$ cat config.mk
export PLATFORM = sky130hd
export DESIGN_NAME = kbd_event_fifo_flat
export DESIGN_NICKNAME = d
export VERILOG_FILES = /design/src/rtl/kbd_pkg.sv /design/src/rtl/kbd_event_fifo_if.sv /design/src/rtl/kbd_fifo.sv /design/src/rtl/kbd_event_fifo.sv /design/src/flat_wrapper.sv
export SDC_FILE = /design/constraint.sdc
export NUM_CORES = 1
export LEC_CHECK = 0
export ABC_AREA = 1
export CAP_MARGIN = 20
export CORE_UTILIZATION = 65
export CTS_CLUSTER_SIZE = 10
export DETAILED_ROUTE_END_ITERATION = 8
export PLACE_DENSITY_LB_ADDON = 0.08
export SYNTH_ARGS = -nofsm -noshare
export SYNTH_HDL_FRONTEND = slang
export SYNTH_SLANG_ARGS = --single-unit
export TNS_END_PERCENT = 20
$ cat constraint.sdc
create_clock -name CLK50 -period 7.15 [get_ports CLK50]
set_input_delay 2.145 -clock CLK50 [delete_from_list [all_inputs] [get_ports CLK50]]
set_output_delay 2.145 -clock CLK50 [all_outputs]
set_load 0.05 [all_outputs]
$ cat src/rtl/kbd_pkg.sv
// Shared scancode constants, event layout and decoder state type for the
// keyboard event queue.
package kbd_pkg;

    localparam logic [7:0] SC_EXT  = 8'hE0;
    localparam logic [7:0] SC_BRK  = 8'hF0;
    localparam logic [7:0] SC_ERR0 = 8'h00;
    localparam logic [7:0] SC_ERR1 = 8'hFF;

    localparam int EV_BRK = 9;
    localparam int EV_EXT = 8;
    localparam int EV_W   = 10;

    typedef enum logic [1:0] {
        ST_IDLE,
        ST_EXT,
        ST_BRK,
        ST_EXT_BRK
    } dec_state_t;

    // True for bytes that complete a key event (not a prefix, not an error code).
    function automatic logic is_code_byte(input logic [7:0] b);
        return !(b inside {SC_EXT, SC_BRK, SC_ERR0, SC_ERR1});
    endfunction

endpackage

$ cat src/rtl/kbd_event_fifo_if.sv
// CPU-side view of the keyboard event queue: pop/clear strobes in,
// head event, occupancy and overflow status out.
interface kbd_event_fifo_if #(
    parameter int DEPTH = 32
);
    import kbd_pkg::*;

    localparam int AW = $clog2(DEPTH);

    logic            pop;
    logic            clear;
    logic [EV_W-1:0] ev_data;
    logic            ev_valid;
    logic [AW:0]     count;
    logic            overflow;

    modport master (
        output pop, clear,
        input  ev_data, ev_valid, count, overflow
    );

    modport slave (
        input  pop, clear,
        output ev_data, ev_valid, count, overflow
    );

endinterface

$ cat src/rtl/kbd_fifo.sv
// Generic single-clock FIFO using all DEPTH slots; clear has priority over
// push and pop, and a push into a full FIFO is accepted only alongside a pop.
module kbd_fifo #(
    parameter int  DEPTH = 32,
    parameter int  WIDTH = 10,
    localparam int AW    = $clog2(DEPTH)
) (
    input  logic             CLK50,
    input  logic             reset,
    input  logic             push,
    input  logic             pop,
    input  logic             clear,
    input  logic [WIDTH-1:0] wr_data,
    output logic [WIDTH-1:0] rd_data,
    output logic [AW:0]      count,
    output logic             full,
    output logic             empty
);

    logic [WIDTH-1:0] mem [DEPTH];
    logic [AW-1:0]    wr_ptr;
    logic [AW-1:0]    rd_ptr;
    logic             do_push;
    logic             do_pop;

    assign full    = (count == (AW+1)'(DEPTH));
    assign empty   = (count == '0);
    assign do_pop  = pop && !empty;
    assign do_push = push && (!full || do_pop);
    assign rd_data = empty ? '0 : mem[rd_ptr];

    // NOTE: storage is deliberately not reset; count gates every read, so
    // stale contents are never observed and the array can map to plain RAM.
    always_ff @(posedge CLK50) begin
        if (do_push && !clear)
            mem[wr_ptr] <= wr_data;
    end

    always_ff @(posedge CLK50) begin
        if (reset || clear) begin
            wr_ptr <= '0;
            rd_ptr <= '0;
            count  <= '0;
        end else begin
            if (do_push)
                wr_ptr <= wr_ptr + AW'(1);
            if (do_pop)
                rd_ptr <= rd_ptr + AW'(1);
            case ({do_push, do_pop})
                2'b10:   count <= count + (AW+1)'(1);
                2'b01:   count <= count - (AW+1)'(1);
                default: ;
            endcase
        end
    end

endmodule

$ cat src/rtl/kbd_event_fifo.sv
// PS/2 scancode decoder feeding a key-event FIFO: byte handshake, prefix
// FSM, held-key repeat filter and sticky overflow flag.
module kbd_event_fifo
    import kbd_pkg::*;
#(
    parameter int DEPTH = 32
) (
    input  logic       CLK50,
    input  logic       reset,
    input  logic [7:0] ps2_data,
    input  logic       ps2_ready,
    output logic       ps2_nextdata_n,
    input  logic       break_en,
    input  logic       repeat_filter,
    kbd_event_fifo_if.slave evq
);

    localparam int AW = $clog2(DEPTH);

    logic            ack_r;
    logic [7:0]      byte_r;
    dec_state_t      state;
    logic            held_v;
    logic [8:0]      held;
    logic            overflow_r;
    logic            cur_ext;
    logic            cur_brk;
    logic            is_code;
    logic            key_match;
    logic            push;
    logic            fifo_full;
    logic            fifo_empty;
    logic [EV_W-1:0] event_w;
    logic [AW:0]     fifo_count;

    // ack_r doubles as "byte_r holds a fresh byte"; it is high for one cycle only.
    always_ff @(posedge CLK50) begin
        if (reset) begin
            ack_r  <= 1'b0;
            byte_r <= '0;
        end else begin
            ack_r <= ps2_ready && !ack_r;
            if (ps2_ready && !ack_r)
                byte_r <= ps2_data;
        end
    end

    assign ps2_nextdata_n = !ack_r;

    assign cur_ext   = (state == ST_EXT) || (state == ST_EXT_BRK);
    assign cur_brk   = (state == ST_BRK) || (state == ST_EXT_BRK);
    assign is_code   = ack_r && is_code_byte(byte_r);
    assign key_match = held_v && (held == {cur_ext, byte_r});
    assign push      = is_code && (cur_brk ? break_en : !(repeat_filter && key_match));

    // NOTE: assign a full default first so no path through always_comb infers a latch.
    always_comb begin
        event_w         = '0;
        event_w[EV_BRK] = cur_brk;
        event_w[EV_EXT] = cur_ext;
        event_w[7:0]    = byte_r;
    end

    always_ff @(posedge CLK50) begin
        if (reset) begin
            state  <= ST_IDLE;
            held_v <= 1'b0;
            held   <= '0;
        end else if (ack_r) begin
            if (byte_r == SC_EXT)
                state <= cur_brk ? ST_EXT_BRK : ST_EXT;
            else if (byte_r == SC_BRK)
                state <= cur_ext ? ST_EXT_BRK : ST_BRK;
            else
                state <= ST_IDLE;

            // Held-key tracking follows the keyboard, independent of what is queued.
            if (is_code) begin
                if (!cur_brk) begin
                    held   <= {cur_ext, byte_r};
                    held_v <= 1'b1;
                end else if (key_match) begin
                    held_v <= 1'b0;
                end
            end
        end
    end

    always_ff @(posedge CLK50) begin
        if (reset || evq.clear)
            overflow_r <= 1'b0;
        else if (push && fifo_full && !evq.pop)
            overflow_r <= 1'b1;
    end

    kbd_fifo #(
        .DEPTH (DEPTH),
        .WIDTH (EV_W)
    ) u_fifo (
        .CLK50   (CLK50),
        .reset   (reset),
        .push    (push),
        .pop     (evq.pop),
        .clear   (evq.clear),
        .wr_data (event_w),
        .rd_data (evq.ev_data),
        .count   (fifo_count),
        .full    (fifo_full),
        .empty   (fifo_empty)
    );

    assign evq.count    = fifo_count;
    assign evq.ev_valid = !fifo_empty;
    assign evq.overflow = overflow_r;

endmodule

$ cat src/flat_wrapper.sv
// flat-port wrapper written by rule: the top's interface ports become plain ports
module kbd_event_fifo_flat import kbd_pkg::*;
#(
    parameter int DEPTH = 32
)
  (CLK50, reset, ps2_data, ps2_ready, ps2_nextdata_n, break_en, repeat_filter, evq_pop, evq_clear, evq_ev_data, evq_ev_valid, evq_count, evq_overflow);
  kbd_event_fifo_if #(.DEPTH(DEPTH)) evq_i ();
  input  logic CLK50;
  input  logic reset;
  input  logic [7:0] ps2_data;
  input  logic ps2_ready;
  output logic ps2_nextdata_n;
  input  logic break_en;
  input  logic repeat_filter;
  input wire logic [$bits(evq_i.pop)-1:0] evq_pop;
  input wire logic [$bits(evq_i.clear)-1:0] evq_clear;
  output wire logic [$bits(evq_i.ev_data)-1:0] evq_ev_data;
  output wire logic [$bits(evq_i.ev_valid)-1:0] evq_ev_valid;
  output wire logic [$bits(evq_i.count)-1:0] evq_count;
  output wire logic [$bits(evq_i.overflow)-1:0] evq_overflow;
  assign evq_i.pop = evq_pop;
  assign evq_i.clear = evq_clear;
  assign evq_ev_data = evq_i.ev_data;
  assign evq_ev_valid = evq_i.ev_valid;
  assign evq_count = evq_i.count;
  assign evq_overflow = evq_i.overflow;
  kbd_event_fifo #(.DEPTH(DEPTH)) u_core (.CLK50(CLK50), .reset(reset), .ps2_data(ps2_data), .ps2_ready(ps2_ready), .ps2_nextdata_n(ps2_nextdata_n), .break_en(break_en), .repeat_filter(repeat_filter), .evq(evq_i));
endmodule
Word level (Yosys, flattened, before mapping). Memory sizes are Yosys's and may differ from the RTL's. A register that Yosys moved wholly into a read port is not among the register bits. Cells that the tools add are included. W data, S select, Z words.

Register bits after elaboration: 38. RAM bits: 320. Bits of input ports: 15. Output and inout port bits: 19. Memories: 1.

Add/sub/neg operators: 4. Equality and inequality tests: 11. Muxes and demuxes: 13. Bitwise gates (word level): 1. Reductions and logical operators: 27.

Memories: u_core.u_fifo.mem (words 32, width 10, rd ports 1, clocked after memory_dff 1, wr ports 1, line kbd_fifo.sv:20) `logic [WIDTH-1:0] mem [DEPTH];`.

Operators with widths (number): $eq A8 B8 Y1 const B (3); $pmux W6 S2 (1); $add A5 B1 Y5 const B (2); $logic_and A1 B1 Y1 (10); $mux W10 (1); $mux W5 (2); $eq A9 B9 Y1 (1); $logic_not A8 Y1 (1); $logic_not A1 Y1 (7); $add A6 B1 Y6 const B (1); $eq A2 B2 Y1 const B (3); $eq A6 B6 Y1 const B (1); $logic_not A6 Y1 (1); $mux W1 (6); $mux W2 (3); $reduce_and A3 Y1 (2); $sub A6 B1 Y6 const B (1); $eq A2 B1 Y1 const B (2); $logic_or A1 B1 Y1 (4); $reduce_bool A4 Y1 (1); $ne A2 B2 Y1 const B (1); $reduce_bool A2 Y1 (1); $not A1 Y1 (1).

Depth between registers and ports, before layout. Gate-level depths: netlist of the first run.

Word-level depth: 12. Mapped depth: 22. Gate-level depth less buffers: 21.

Modules after synthesis. A second synthesis of the first run with hierarchy kept.

Cell total of the unflattened synthesis: 1427. Area, all modules: 15229.6 um2.

By module, submodules not included: kbd_fifo (instances 1, cells each 1266, area each 14162.3 um2); kbd_event_fifo (instances 1, cells each 161, area each 1067.3 um2).

Worst setup path after synthesis of the first run. OpenSTA, ideal clock, no wires.

Kind: reg2out. Start point: register u_core.u_fifo.count[1]. End point: output evq_ev_data[1]. Arrival time: 2.522 ns. Path slack: 2.483 ns. Stages on the path, launching flop included: 8. Path buffers: 1. Cell sequence: dfxtp_1 -> inv_1 -> nand4_1 -> inv_1 -> nand2_1 -> clkbuf_1 -> nand2_1 -> a21oi_1.

Word-level cells in the longest chain between the ends: 2.

RTL lines: from (decl) (line kbd_fifo.sv:15) `output logic [AW:0] count,`; from (signal assigned) (line kbd_fifo.sv:50) `2'b10: count <= count + (AW+1)'(1);`; from (signal assigned) (line kbd_fifo.sv:51) `2'b01: count <= count - (AW+1)'(1);`; $logic_not A6 Y1 (line kbd_fifo.sv:27) `assign empty = (count == '0);`; $mux W10 (line kbd_fifo.sv:30) `assign rd_data = empty ? '0 : mem[rd_ptr];`; to (decl) (line flat_wrapper.sv:17) `output wire logic [$bits(evq_i.ev_data)-1:0] evq_ev_data;`.

Every way passes these cells.

==> impl_metrics.ini, run 1 <==
[outcome]
status = finished, final reports clean

[clock_tree]
clock-root-buffer = clkbuf_16
cts_resized = 0
cts_max_level = 2
cts_tree = built
clk_latency_ns = 0.53
cts_inserted_buffers = 42
path_clk_slew_ns = 0.06
cts_max_path_buffers = 3
clock-sinks = 363
cts_setup_buffers = 0
cts_hold_buffers = 0

[yosys]
ys_seq_area_frac = 0.7107
synth_flop_cell = edfxtp_1
synthXorXnorAreaFrac = 0.004756
synth_top_family_by_area = compound AO/OA/AOI/OAI gates
synth_adder_area_share = 0.009003
ys_ff_latch = 363
synth.top_cells.by_count = edfxtp_1 (320), nor2_1 (248), o21ai_0 (189), nand2_1 (64), nand3_1 (60)
syn-cell-area_mm2 = 0.01473
synth_nets = 1250
ys_async_sr_fraction = 0
synth_cells = 1225
synthMuxAreaShare = 0
synth_top_area_frac = 0.6523
synthSimpleGateAreaFrac = 0.1148
synth_top_area_cell = edfxtp_1
ys_types = 36
yosysMostFrequentCell = edfxtp_1
synth_compound_area_frac = 0.1281
yosys_warnings = 0
postSynthAreaPerCell_um2 = 12.03
synth-edff-count = 320
yosys-top-cells-area = edfxtp_1 (65%), o21ai_0 (6.4%), nor2_1 (6.3%)

[timing]
timing.slew.headroom = 0.2302
period_minus_slack_ns = 6.002
fmax_mhz = 166.6
setup_viol = 0
hold-worst-slack_ns = 0.4624
finClkSkew_ns = 0.01057
setup_tns_ns = 0
worst_slew_pin_slew_ns = 1.150
hold_viol_final = 0
rsz0062_at_grt = false
period_share = 0.8394
finalMaxSlewViolations = 0
final.setup.worst_slack_ns = 1.148

[floorplan]
core_area_mm2 = 0.02203
placementRows = 54
fp.dieH_um = 152.5
io_pins = 34
start_util = 0.6688
dieArea_mm2 = 0.02327
die_w_um = 152.5

[finish]
fin_area_mm2 = 0.01654
syn_to_final_growth_pct = 12.25
multi_input_area_mm2 = 0.003781
fillCellCount = 1446
nets = 1278
regArea_mm2 = 0.01048
drive_above_1_share = 0.08183
final_util = 0.7507
n_antenna_cell = 0

[place]
postPlaceCellArea_mm2 = 0.01531
port_buffers = 33
routabilityCongestion = 0.8678
dp_hpwl_um = 20020
dpl_worst_slack_ns = 1.800

[power_and_ir_drop]
switching_share = 0.2292
seqPwrFrac = 0.504
p_sw_uw = 1065
powerDensity_mw_per_mm2 = 281.1
comb_power_share = 0.087
clockPowerShare = 0.409
leakagePower_uw = 0.005601
ir_drop_v = 0.0001844
p_int_uw = 3583

[global_route]
grt_max_degree = 76
gr-total-overflow = 0
grtUsageTotal = 0.3088
grt_pass1_wl_um = 54030
grt_pass1_vias = 9570
antenna_found_initial = 0

[critical_path]
crit_arrival_ns = 3.86
reg2regPathDepth = 10
startpoint_type = flop
cp.buffers_inverters = 3
cp-end-kind = primary output
crit_required_ns = 5.01
critPathMaxFanout = 67
critical_path_class = reg -> out
crit_top_cell = o21ai_0
critical_path.cell_chain = inv_4 -> buf_4 -> o21ai_0 -> o22ai_1 -> o21ai_0 -> nand3_1 -> nand2_1 -> a21oi_1 -> clkdlybuf4s50_1
cp_slowest_cell = clkdlybuf4s50_1
critPathMaxStageDelay_ns = 0.87
crit_family = buffers and inverters
path_depth = 9

[hold_path]
holdPathStages = 2
holdCritPathClass = reg -> reg

[routing]
vias = 10060
drc = 0
wirelength_um = 35020
drtAntennaViolNets = 0
vias_per_cell = 6.489
drtPass1Iterations = 8
wire_per_inst_um = 22.58
drt-initial-drc-count = 1153

[job]
maxCapViolations = 0
[per-stage QoR]
step / cells / total power, µW
2_1_floorplan: 1225 / 2655
3_3_place_gp: 1482 / 2778
3_5_place_dp: 1486 / 2787
4_1_cts: 1548 / 4661
5_1_grt: 1551 / 4776
6_report: 1551 / 4648
[power by group through the flow]
stage / registers [µW] / logic (µW) / clock network, µW
floorplan: 2410 / 246 / 0
global placement: 2380 / 394 / 0
detailed placement: 2380 / 402 / 0
CTS: 2340 / 405 / 1910
global route: 2340 / 437 / 2000
finish: 2340 / 406 / 1900
[path summary, 6_finish.rpt]
path                                            start                           endpoint  slack (ns)
hold / removal             u_core.held_v$_SDFFE_PP0P_         u_core.held_v$_SDFFE_PP0P_        0.46
hold reg to reg            u_core.held_v$_SDFFE_PP0P_         u_core.held_v$_SDFFE_PP0P_        0.46
setup / recovery                                 flop                     evq_ev_data[6]        1.15
setup reg to reg  u_core.u_fifo.count[1]$_SDFFE_PP0P_  u_core.u_fifo.mem[3][9]$_DFFE_PP_        3.55
[layout by cell type (no fill, tap or decap), types with 33 or more instances in the layout]
| cell type | count |
|---|---|
| o221ai_1 | 47 |
| nand2_1 | 64 |
| edfxtp_1 | 320 |
| o21ai_0 | 189 |
| o22ai_1 | 33 |
| nand3_1 | 60 |
| dfxtp_1 | 40 |
| clkdlybuf4s50_1 | 33 |
| nor2_1 | 248 |
| clkbuf_16 | 45 |
| a21oi_1 | 40 |
[kinds of logic after synthesis]
logic type,after synthesis
compound gates,328
fa+ha+maj,10
simple gates,398
flops,363
xor+xnor,8
buf+inv,118
[layer usage]
| layer | global-route usage | wire length, µm | up-vias |
|---|---|---|---|
| met5 | 0 | 0 | - |
| met1 | 0.4326 | 13680 | 4833 |
| met4 | 0.1178 | 1030 | 0 |
| li1 | - | - | 4523 |
| met3 | 0.05404 | 3725 | 100 |
| met2 | 0.4909 | 16580 | 608 |
[layout make-up]
| type | count | share of cell area |
|---|---|---|
| sequential | 363 | 0.6335 |
| clock buffer | 61 | 0.07234 |
| inverter | 40 | 0.009383 |
| multi-input combinational | 744 | 0.2287 |
| tap | 280 | 0.02119 |
| timing repair buffer | 62 | 0.03458 |
| clock inverter | 1 | 0.0003027 |
[flip-flops by register name, summed over array words and instances (netlist names), named ones only]
signal / count
u_core.u_fifo.count: 6
u_core.held_v: 1
u_core.u_fifo.mem: 320
u_core.evq.overflow: 1
u_core.ack_r: 1
u_core.held: 9
u_core.state: 2
u_core.u_fifo.rd_ptr: 5
u_core.byte_r: 8
u_core.u_fifo.wr_ptr: 5
[worst register-to-register path, delay by kind of cell (launching register included)]
family,cells,cell delay [ns]
AND/OR/NAND/NOR,7,2.38
buffers and inverters,3,0.40
flip-flops,1,0.41
(Power assumes the default switching activity.)
==> run 2: changes to the inputs <==
--- a/config.mk
+++ b/config.mk
@@ -7,7 +7,7 @@
 export LEC_CHECK = 0
 export ABC_AREA = 1
 export CAP_MARGIN = 20
-export CORE_UTILIZATION = 65
+export CORE_UTILIZATION = 56
 export CTS_CLUSTER_SIZE = 10
 export DETAILED_ROUTE_END_ITERATION = 8
 export PLACE_DENSITY_LB_ADDON = 0.08
==> constraint.sdc (replaced) <==
create_clock -name CLK50 -period 5.4 [get_ports CLK50]
set_input_delay 1.62 -clock CLK50 [delete_from_list [all_inputs] [get_ports CLK50]]
set_output_delay 1.62 -clock CLK50 [all_outputs]
set_load 0.05 [all_outputs]
==> run 2 against run 1 <==
Register-to-register slack lost 1.7 ns. First-iteration DRC count down 6.0%. Combinational power grew 29%. Flip-flop and latch count is the same. Critical path depth is the same. Worst hold slack got worse by 0.0025 ns. Power rose by 32%. Final cell count up 4.3%. Via count decreased by 1.8%. Final area is 1.3% higher. Critical path type unchanged.
==> impl_metrics.ini, run 2 (synthesis results as in run 1) <==
[timing]
timing.slew.headroom = 0.2984
fmax_mhz = 196.7
worst_slew_pin_slew_ns = 1.049
finClkSkew_ns = 0.009876
setup_tns_ns = 0
period_share = 0.9413
period_minus_slack_ns = 5.083
rsz0062_at_grt = false
finalMaxSlewViolations = 0
hold-worst-slack_ns = 0.4599
setup_viol = 0
hold_viol_final = 0
final.setup.worst_slack_ns = 0.3169

[floorplan]
die_w_um = 164.2
dieArea_mm2 = 0.02696
start_util = 0.5783
core_area_mm2 = 0.02547
placementRows = 58
io_pins = 34
fp.dieH_um = 164.2

[critical_path]
critPathMaxStageDelay_ns = 0.85
crit_required_ns = 3.78
cp_slowest_cell = clkdlybuf4s50_1
critical_path.cell_chain = inv_6 -> buf_4 -> o21ai_0 -> o221ai_1 -> nand3_1 -> nand3_1 -> nand2_1 -> nor2_1 -> clkdlybuf4s50_1
critical_path_class = reg -> out
critPathMaxFanout = 53
cp-end-kind = primary output
startpoint_type = flop
crit_top_cell = nand3_1
crit_arrival_ns = 3.46

[finish]
largestRegisters = u_core.u_fifo.mem (320), u_core.held (9), u_core.byte_r (8)
largest_reg_flops = 320
final_cell_mix = edfxtp_1 (320), nor2_1 (248), o21ai_0 (189)
syn_to_final_growth_pct = 13.66
final_common_cell = edfxtp_1
drive_above_1_share = 0.09783
nets = 1297
fin_area_mm2 = 0.01674
largest-register = u_core.u_fifo.mem
instances_no_fill = 1618
n_antenna_cell = 0

[global_route]
gr-total-overflow = 0
grt_pass1_vias = 9441
antenna_found_initial = 0
grt_max_degree = 81
grtUsageTotal = 0.2742
grt_pass1_wl_um = 54650

[place]
routabilityCongestion = 0.7853
dpl_worst_slack_ns = 0.8031
post-place-cells = 1558
port_buffers = 33
dp_hpwl_um = 20700
postPlaceCellArea_mm2 = 0.01556

[clock_tree]
clock-sinks = 363
cts_max_level = 2
cts_hold_buffers = 0
cts_max_path_buffers = 3
clk_latency_ns = 0.53
cts_tree = built
path_clk_slew_ns = 0.05
cts_inserted_buffers = 42
clock-root-buffer = clkbuf_16

[routing]
drc = 0
drt-initial-drc-count = 1084
wirelength_um = 35880
drtPass1Iterations = 5
vias_per_cell = 6.105
vias = 9878
drtAntennaViolNets = 0
wire_per_inst_um = 22.17

[power_and_ir_drop]
ir_drop_v = 0.0002172
leakagePower_uw = 0.005708
powerDensity_mw_per_mm2 = 367.3

[hold_path]
holdCritPathClass = reg -> reg

[job]
maxCapViolations = 0

[outcome]
status = finished, final reports clean
[run 2: final cells by class]
| type | count | area [µm²] |
|---|---|---|
| timing repair buffer | 81 | 733.2 |
| inverter | 40 | 157.7 |
| multi-input combinational | 744 | 3781 |
| tap | 330 | 412.9 |
| clock buffer | 58 | 1142 |
| fill | 1904 | 8728 |
| sequential | 363 | 10480 |
| clock inverter | 2 | 38.79 |
[run 2: metal layers]
metal,track usage,vias to the layer above,part of all wire
met3,0.04343,65,0.067
li1,-,4568,-
met1,0.3805,4890,0.43
met4,0.08460,0,0.021
met5,0,-,0
met2,0.4463,355,0.48
[run 2: through the flow]
| stage | util | power (µW) |
|---|---|---|
| 2_1_floorplan | - | 3516 |
| 3_3_place_gp | 0.6109 | 3684 |
| 3_5_place_dp | 0.6109 | 3691 |
| 4_1_cts | 0.6572 | 6179 |
| 5_1_grt | 0.6573 | 6336 |
| 6_report | 0.6573 | 6150 |
[run 2: timing repair]
action,4_1_cts,5_1_grt
gates resized for setup,0,1
setup endpoints to repair,0,2
setup buffers,0,0
[run 2: power by group]
group          internal (µW)  leakage [µW]  total (µW)  switching, µW
combinational            151       0.00184         522            371
sequential              3080       0.00329        3110           31.2
clock                   1500      0.000572        2510           1010
total                   4730       0.00571        6150           1420
[run 2: worst paths after layout]
check	from	endpoint	slack, ns	cells after the start
setup / recovery	flop	evq_ev_data[9]	0.32	9
hold reg to reg	u_core.evq.overflow$_SDFFE_PP0P_	u_core.evq.overflow$_SDFFE_PP0P_	0.46	1
setup reg to reg	u_core.u_fifo.count[1]$_SDFFE_PP0P_	u_core.u_fifo.mem[27][8]$_DFFE_PP_	1.88	10
hold / removal	u_core.evq.overflow$_SDFFE_PP0P_	u_core.evq.overflow$_SDFFE_PP0P_	0.46	1
[run 2: critical path: cells and delay by family (launching register included)]
| kind | cells | cell delay [ns] |
|---|---|---|
| flops | 1 | 0.49 |
| buf+inv | 3 | 1.60 |
| simple gates | 4 | 0.54 |
| compound gates | 2 | 0.29 |
==> run 3: changes to the inputs <==
--- a/config.mk
+++ b/config.mk
@@ -11,6 +11,7 @@
 export CTS_CLUSTER_SIZE = 10
 export DETAILED_ROUTE_END_ITERATION = 8
 export PLACE_DENSITY_LB_ADDON = 0.08
+export RECOVER_POWER = 100
 export SYNTH_ARGS = -nofsm -noshare
 export SYNTH_HDL_FRONTEND = slang
 export SYNTH_SLANG_ARGS = --single-unit
==> run 3 against run 2 <==
The flow now finishes with violations (capacitance limit, slew limit). Critical path depth did not move. Global-route usage did not move. Count of clock-buffer cells in the layout stayed put. Sequential power about the same. Non-clock buffer count is the same. Critical path type unchanged. Highest routed layer unchanged.
==> impl_metrics.ini, run 3 (synthesis results as in run 1) <==
[finish]
largestRegisters = u_core.u_fifo.mem (320), u_core.held (9), u_core.byte_r (8)
regArea_mm2 = 0.01048
nets = 1297
n_antenna_cell = 0
instances_no_fill = 1618
multi_input_area_mm2 = 0.003747
syn_to_final_growth_pct = 12.55
largest_reg_flops = 320
drive_above_1_share = 0.06522
final_cell_mix = edfxtp_1 (320), nor2_1 (250), o21ai_0 (189)
fillCellCount = 1944
largest-register = u_core.u_fifo.mem
final_common_cell = edfxtp_1

[job]
maxCapViolations = 8

[critical_path]
cp-end-kind = primary output
reg2regPathDepth = 11
crit_top_cell = nand3_1
rr_endpoint = u_core.u_fifo.mem[27][8]$_DFFE_PP_
r2r_start = u_core.byte_r[0]$_SDFFE_PP0P_
startpoint_type = flop
critPathMaxFanout = 53
crit_family = buffers and inverters
critPathMaxStageDelay_ns = 0.91
cp.buffers_inverters = 3
critical_path_class = reg -> out
crit_required_ns = 3.78
r2r_setup_slack_ns = 0.45
crit_arrival_ns = 3.50
critical_path.cell_chain = inv_6 -> buf_4 -> o21ai_0 -> o221ai_1 -> nand3_1 -> nand3_1 -> nand2_1 -> nor2_1 -> dlygate4sd3_1
cp_slowest_cell = dlygate4sd3_1

[routing]
drtPass1Iterations = 6
drtAntennaViolNets = 0
drc = 0
vias = 9853
drt-initial-drc-count = 1081
vias_per_cell = 6.090
wire_per_inst_um = 22.20
wirelength_um = 35920

[timing]
hold_viol_final = 0
finClkSkew_ns = 0.01066
rsz0062_at_grt = false
finalMaxSlewViolations = 294
setup_viol = 0
fmax_mhz = 195.2
period_share = 0.9486
period_minus_slack_ns = 5.123
timing.slew.headroom = -0.2509
worst_slew_pin_slew_ns = 1.876
setup_tns_ns = 0

[clock_tree]
clock-sinks = 363
cts_inserted_buffers = 42
cts_setup_buffers = 0
cts_hold_buffers = 0
clk_latency_ns = 0.53
path_clk_slew_ns = 0.05
clock-root-buffer = clkbuf_16
cts_max_path_buffers = 3
cts_tree = built
cts_max_level = 2

[power_and_ir_drop]
leakagePower_uw = 0.005599
p_sw_uw = 1417
powerDensity_mw_per_mm2 = 370.4
comb_power_share = 0.082
seqPwrFrac = 0.508
ir_drop_v = 0.0002124
clockPowerShare = 0.410
switching_share = 0.2307
p_int_uw = 4725

[floorplan]
fp.dieH_um = 164.2
placementRows = 58
die_w_um = 164.2
start_util = 0.5783
core_area_mm2 = 0.02547
dieArea_mm2 = 0.02696
io_pins = 34

[hold_path]
holdPathStages = 1
holdCritPathClass = reg -> reg
hold-path-endpoint = u_core.evq.overflow$_SDFFE_PP0P_
hp-start = u_core.evq.overflow$_SDFFE_PP0P_

[global_route]
gr-total-overflow = 0
grt_pass1_wl_um = 54650
grt_pass1_vias = 9441
antenna_found_initial = 0
grtUsageTotal = 0.2742
grt_max_degree = 81

[place]
port_buffers = 33
post-place-cells = 1558
routabilityCongestion = 0.7853
dp_hpwl_um = 20700

[outcome]
violations = capacitance limit, slew limit
status = complete, but fails checks
## run 3: cell types whose count changed in the layout (fill, tap and decap cells not counted), moves of 2 or more
cell / previous run / this run
buf_4: 47 / 13
clkbuf_1: 14 / 48
clkdlybuf4s50_1: 30 / 13
dlygate4sd3_1: 0 / 17
nand2_1: 64 / 68
nand2_2: 6 / 3
nor2_1: 248 / 250
## run 3: stage by stage
step | cell area, µm² | util | hold WS (ns) | power [µW] | setup WS, ns
final | 16580 | 0.6509 | 0.4563 | 6142 | 0.2775
after global routing | 16580 | 0.6509 | 0.4840 | 6323 | 0.04721
after CTS | 16740 | 0.6572 | 0.4588 | 6179 | 0.2298
after detailed placement | 15560 | 0.6109 | 0.4452 | 3691 | 0.8031
after global placement | 15560 | 0.6109 | 0.4274 | 3684 | 0.8254
after floorplan | 14730 | - | 0.4115 | 3516 | 1.258
## run 3: how the worst max path moves through the flow
stage                                             start              to  slack (ns)  cells after the start
global placement                                   flop  evq_ev_data[9]        0.83                      9
CTS                                                flop  evq_ev_data[9]        0.23                      9
finish                                             flop  evq_ev_data[9]        0.28                      9
floorplan           u_core.u_fifo.count[1]$_SDFFE_PP0P_  evq_ev_data[1]        1.26                      7
global route                                       flop  evq_ev_data[4]        0.05                      9
detailed placement                                 flop  evq_ev_data[9]        0.80                      9
## run 3: power groups by stage
stage / logic [µW] / registers (µW) / clock network [µW]
6_report: 506 / 3120 / 2520
5_1_grt: 548 / 3120 / 2650
4_1_cts: 521 / 3110 / 2540
3_5_place_dp: 520 / 3170 / 0
3_3_place_gp: 514 / 3170 / 0
2_1_floorplan: 326 / 3190 / 0
## run 3: area by class of cell
class	instances	share of cell area
repair buffers	81	0.03652
clock buffers	58	0.06890
clock inverters	2	0.002339
well taps	330	0.02490
flip-flops and latches	363	0.6318
multi-input cells	744	0.2260
inverters	40	0.009508
## run 3: metal layers
| metal | wire, µm | GRT usage | vias to the layer above |
|---|---|---|---|
| met2 | 17180 | 0.4463 | 356 |
| met3 | 2344 | 0.04343 | 75 |
| li1 | - | - | 4570 |
| met5 | 0 | 0 | - |
| met1 | 15550 | 0.3805 | 4852 |
| met4 | 850 | 0.08460 | 0 |
## run 3: what timing repair did
action / in CTS / in global routing
endpoints found under the setup margin: 0 / 2
endpoints found under the hold margin: 0 / 0
resized for setup: 0 / 1
